[src/rtl/instr_fetch_unit.sv]
// Instruction fetch unit: owns the PC, issues fixed-latency instruction memory
// reads, captures the fetched word into the IR and applies PC-write requests.
module instr_fetch_unit #(
  parameter int              XLEN        = 64,
  parameter logic [XLEN-1:0] RESET_PC    = '0,
  parameter int              MEM_LATENCY = 1
) (
  input  logic            clk,
  input  logic            reset,
  input  logic            fetch_req,
  input  logic            pc_write,
  input  logic [1:0]      pc_source,
  input  logic [XLEN-1:0] alu_result,
  input  logic [XLEN-1:0] alu_out_reg,
  input  logic [XLEN-1:0] exc_target,
  input  logic [31:0]     imem_rdata,
  output logic [XLEN-1:0] imem_addr,
  output logic            imem_rd,
  output logic [31:0]     instruction_out,
  output logic            instr_valid,
  output logic            busy,
  output logic [XLEN-1:0] pc_out,
  output logic [XLEN-1:0] pc_plus4,
  output logic            misaligned
);

  typedef enum logic {
    S_IDLE,
    S_WAIT
  } state_t;

  localparam logic [2:0]      LAT  = 3'(MEM_LATENCY);
  localparam logic [XLEN-1:0] FOUR = XLEN'(4);

  state_t          state, state_next;
  logic [2:0]      cnt, cnt_next;
  logic [XLEN-1:0] fetch_addr, fetch_addr_next;
  logic [XLEN-1:0] pc, pc_next;
  logic [XLEN-1:0] sel;
  logic [31:0]     ir;
  logic            capture;
  logic            mis_next;
  logic            valid_q;
  logic            mis_q;

  // Fetch sequencing; the in-flight address is latched once and then left alone.
  always_comb begin
    state_next      = state;
    cnt_next        = cnt;
    fetch_addr_next = fetch_addr;
    imem_rd         = 1'b0;
    capture         = 1'b0;
    case (state)
      S_IDLE: begin
        if (fetch_req && !reset) begin
          imem_rd         = 1'b1;
          fetch_addr_next = pc;
          cnt_next        = LAT;
          state_next      = S_WAIT;
        end
      end
      S_WAIT: begin
        cnt_next = cnt - 3'd1;
        if (cnt == 3'd1) begin
          capture    = 1'b1;
          state_next = S_IDLE;
        end
      end
      default: state_next = S_IDLE;
    endcase
  end

  // PC update; reserved source and misaligned targets leave the PC untouched.
  always_comb begin
    pc_next  = pc;
    mis_next = 1'b0;
    case (pc_source)
      2'b00:   sel = alu_result;
      2'b01:   sel = alu_out_reg;
      2'b10:   sel = exc_target;
      default: sel = pc;
    endcase
    if (pc_write && (pc_source != 2'b11)) begin
      if (sel[1:0] != 2'b00) begin
        mis_next = 1'b1;
      end else begin
        pc_next = sel;
      end
    end
  end

  always_ff @(posedge clk) begin
    if (reset) begin
      state      <= S_IDLE;
      cnt        <= 3'd0;
      fetch_addr <= RESET_PC;
      pc         <= RESET_PC;
      ir         <= 32'd0;
      valid_q    <= 1'b0;
      mis_q      <= 1'b0;
    end else begin
      state      <= state_next;
      cnt        <= cnt_next;
      fetch_addr <= fetch_addr_next;
      pc         <= pc_next;
      valid_q    <= capture;
      mis_q      <= mis_next;
      if (capture) begin
        ir <= imem_rdata;
      end
    end
  end

  assign busy            = (state == S_WAIT);
  assign imem_addr       = busy ? fetch_addr : pc;
  assign instruction_out = ir;
  assign instr_valid     = valid_q;
  assign misaligned      = mis_q;
  assign pc_out          = pc;
  assign pc_plus4        = pc + FOUR;

endmodule

[config.mk]
export PLATFORM = sky130hd
export DESIGN_NAME = instr_fetch_unit
export DESIGN_NICKNAME = d
export VERILOG_FILES = /design/src/rtl/instr_fetch_unit.sv
export SDC_FILE = /design/constraint.sdc
export NUM_CORES = 1
export LEC_CHECK = 0
export ABC_AREA = 0
export CORE_AREA = 4 4 174 176
export DETAILED_ROUTE_END_ITERATION = 10
export DIE_AREA = 0 0 178 180
export GPL_TIMING_DRIVEN = 0
export HOLD_SLACK_MARGIN = 0.12
export PLACE_DENSITY = 0.66
export SLEW_MARGIN = 20
export SYNTH_ARGS = -nofsm -noshare
export SYNTH_HDL_FRONTEND = slang
export SYNTH_SLANG_ARGS = --single-unit
[constraint.sdc]
create_clock -name clk -period 3.3 [get_ports clk]
set_clock_uncertainty 0.1 [all_clocks]
set_input_delay 0.66 -clock clk [delete_from_list [all_inputs] [get_ports clk]]
set_output_delay 0.66 -clock clk [all_outputs]
set_load 0.02 [all_outputs]
==> results.toml <==
[run_status]
status = "finished clean"

[clock_network]
htreeDepth = 4
clkLatencyLatePin_ps = 430
clk_path_buf_depth = 2
cts_tree = "yes"
cts_root_buf = "clkbuf_16"
cts_num_sinks = 166
cts_buffers = 17
clk_pin_slew_ps = 80

[power]
p_switching_uw = 1689
p_int_uw = 3755
share_comb_of_total_power_pct = 23.7
power_switching_share_pct = 31.02
p_clk_share_pct = 36.5
power.total_uw = 5445
p_seq_share_pct = 39.8
power.density_nw_per_um2 = 359.7
p_leak_uw = 0.005994
ir_drop_mv = 0.3523

[cells_and_area]
regArea_um2 = 3351
num_antenna_cells = 0
num-fill-cells = 2661
drive_gt1_share_pct = 15.95
nets = 1838
finalInstanceArea_um2 = 15140
multi_input_area_um2 = 5520
area_delta_synth_final_pct = 67.13

[synthesis]
synthesis.nets = 1345
syn_area_um2 = 9056
synth_edf_count = 0
ys_types = 47
yosysTopAreaCell = "dfxtp_1"
synthCells = 1112
yosysWarnings = 0
ys_seq_area_share_pct = 36.70
yosysTopAreaCellShare_pct = 36.70
synth.area.top_cells = "dfxtp_1, mux2i_1, nor2_1, mux2_2, a211oi_1"
ys.flop_type = "dfxtp_1"
async_reset_ff_share_pct = 0
ys_seq_elements = 166
postSynthAreaPerCell_um2 = 8.144

[run]
cap_violations = 0

[setup_path]
critical_path_class = "flip-flop to primary output"
slowest_delay_ps = 380
cp.required_ps = 2540
path_cells = "ha_4 -> nand3_4 -> nor4_4 -> buf_4 -> nand4_4 -> buf_6 -> nor3_1 -> xnor2_1 -> clkdlybuf4s15_2"
cpMaxStageDelayCell = "dfxtp_4"
critPathLaunchType = "flip-flop"
critPathMaxFanout = 10
worstPathArrival_ps = 2490
critPathCaptureType = "primary output"

[sta]
slew_violations = 0
finalCritPeriodShare_pct = 98.56
setup_viol_count_final = 0
timing.fmax_mhz = 307.4
rsz0062_at_grt = "true"
worst_slew_pin_slew_ps = 879.8
relSlewSlack_pct = 41.35
hold_viol_final = 0
period_needed_ps = 3253
fin_ws_ps = 47.40

[die]
core.rowCount = 62
fp.dieW_um = 178
start_util_pct = 31.64
core_area_um2 = 28630
dieArea_um2 = 32040
die_h_um = 180
io_pins = 458

[routing]
wl_um = 39030
ant_nets = 0
dr_total_vias = 9851
dr.pass1.iters = 5
drt_iter0_drc = 454
drc_errors = 0
wire_per_inst_um = 19.50
vias_per_cell = 4.921

[global_route]
grt_usage_pct = 23.00
grt_max_degree = 20
antenna_found_initial = 0
grt_pass1_wl_um = 57950
grt_pass1_vias = 9904
grt_overflow = 0

[placement]
pre_cts_slack_ps = -632.3
port_buffers = 456
place_area_um2 = 14100
place.gp.congestion = 0.8228
hpwlAfterDp_um = 30030

[hold_path]
hold_path.class = "flip-flop to flip-flop"
[critical path: cells and delay by family (launching register included)]
| kind | cells | cell delay, ps |
|---|---|---|
| adder cells (fa/ha/maj) | 1 | 150 |
| XOR/XNOR | 1 | 150 |
| AND/OR/NAND/NOR | 4 | 700 |
| buffers and inverters | 3 | 650 |
| flip-flops | 1 | 380 |
[stage by stage]
step	util [%]	hold slack [ps]	TNS [ps]	instances
after floorplan	-	345.8	0	1112
after CTS	52.04	374.9	-102.8	1991
after detailed placement	49.26	361.5	-42270	1952
after global placement	49.26	356.6	-42250	1952
after global routing	52.88	393.4	-301.5	2002
final	52.88	373.7	0	2002
[power groups by stage]
stage,combinational (uW),sequential [uW],clock (uW)
detailed placement,1300,2210,0
floorplan,535,2250,0
finish,1290,2170,1980
global placement,1300,2200,0
global route,1380,2180,2110
CTS,1300,2160,2030
[cells by family (layout without fill, tap and decap cells)]
group	Yosys count	after routing	synth area share, %
buffers and inverters	120	626	5.665
XOR/XNOR	60	60	5.803
AO/OA/AOI/OAI	242	242	16.61
flip-flops	166	166	36.70
multiplexers	115	115	13.40
AND/OR/NAND/NOR	406	406	21.41
adder cells (fa/ha/maj)	3	3	0.4145
[per-layer routing]
layer | up-vias | track usage (%) | wire length [um]
li1 | 4821 | - | -
met1 | 4669 | 27.20 | 16080
met2 | 320 | 41.08 | 19440
met3 | 41 | 6.008 | 2754
met4 | 0 | 5.848 | 760
met5 | - | 0 | 0
[flip-flops by register name, summed over array words and instances, names as in the netlist]
signal,flops
fetch_addr,64
pc_out,64
instruction_out,32
cnt,3
busy,1
instr_valid,1
misaligned,1
[Yosys cell counts, drive strengths merged, types with 4 or more instances]
library cell,count
nor4,12
mux2,50
nand2,101
a211oi,63
nand2b,65
a21oi,65
nor2b,4
nand4,12
buf,44
clkbuf,60
mux2i,65
o21ai,77
nand3,22
a22o,32
nor3,23
xnor2,25
nor2,152
xor2,35
inv,16
dfxtp,166
[layout make-up]
class	count	area share, %
clock inverters	14	0.8597
plain buffers	100	3.464
flip-flops and latches	166	22.14
well taps	384	3.174
clock buffers	18	2.902
inverters	16	0.3968
repair buffers	478	30.59
multi-input cells	826	36.47
[cells in the final DEF, fill, tap and decap left out, types with 3 or more instances in the layout]
cell type and instances:
clkbuf_1 46, dfxtp_2 16, nand2b_1 65, dlygate4sd2_1 10, buf_6 8, clkbuf_2 11, nor4_2 3, nor4_4 9
mux2i_1 65, dfxtp_1 148, nor2b_1 4, nor3_2 14, nand4_1 10, clkbuf_16 17, nor2_2 5, clkdlybuf4s15_2 4
nand3_1 18, a21oi_1 65, buf_12 3, buf_4 40, inv_6 10, inv_1 16, nor3_4 4, xor2_1 35
mux2_2 50, xnor2_1 25, nor2_1 147, nor3_1 5, buf_2 42, clkbuf_4 4, o21ai_0 77, dlymetal6s2s_1 5
clkdlybuf4s50_1 401, a22o_1 32, a211oi_1 63, nand2_1 100
[final timing paths]
path	from	endpoint	slack, ps	depth (start not counted)
setup reg to reg	busy	instruction_out[27]	1210	4
hold reg to reg	fetch_addr[55]	fetch_addr[55]	370	2
setup / recovery	pc_out[2]	pc_plus4[62]	50	9
hold / removal	fetch_addr[55]	fetch_addr[55]	370	2
[what timing repair did]
| item | 4_1_cts | 5_1_grt |
|---|---|---|
| buffers inserted | 10 | 13 |
| hold buffers | 0 | 0 |
| pin swaps | 9 | 15 |
| setup endpoints to repair | 138 | 100 |
| gates resized for setup | 192 | 102 |
Power figures use the tool's default switching activity.
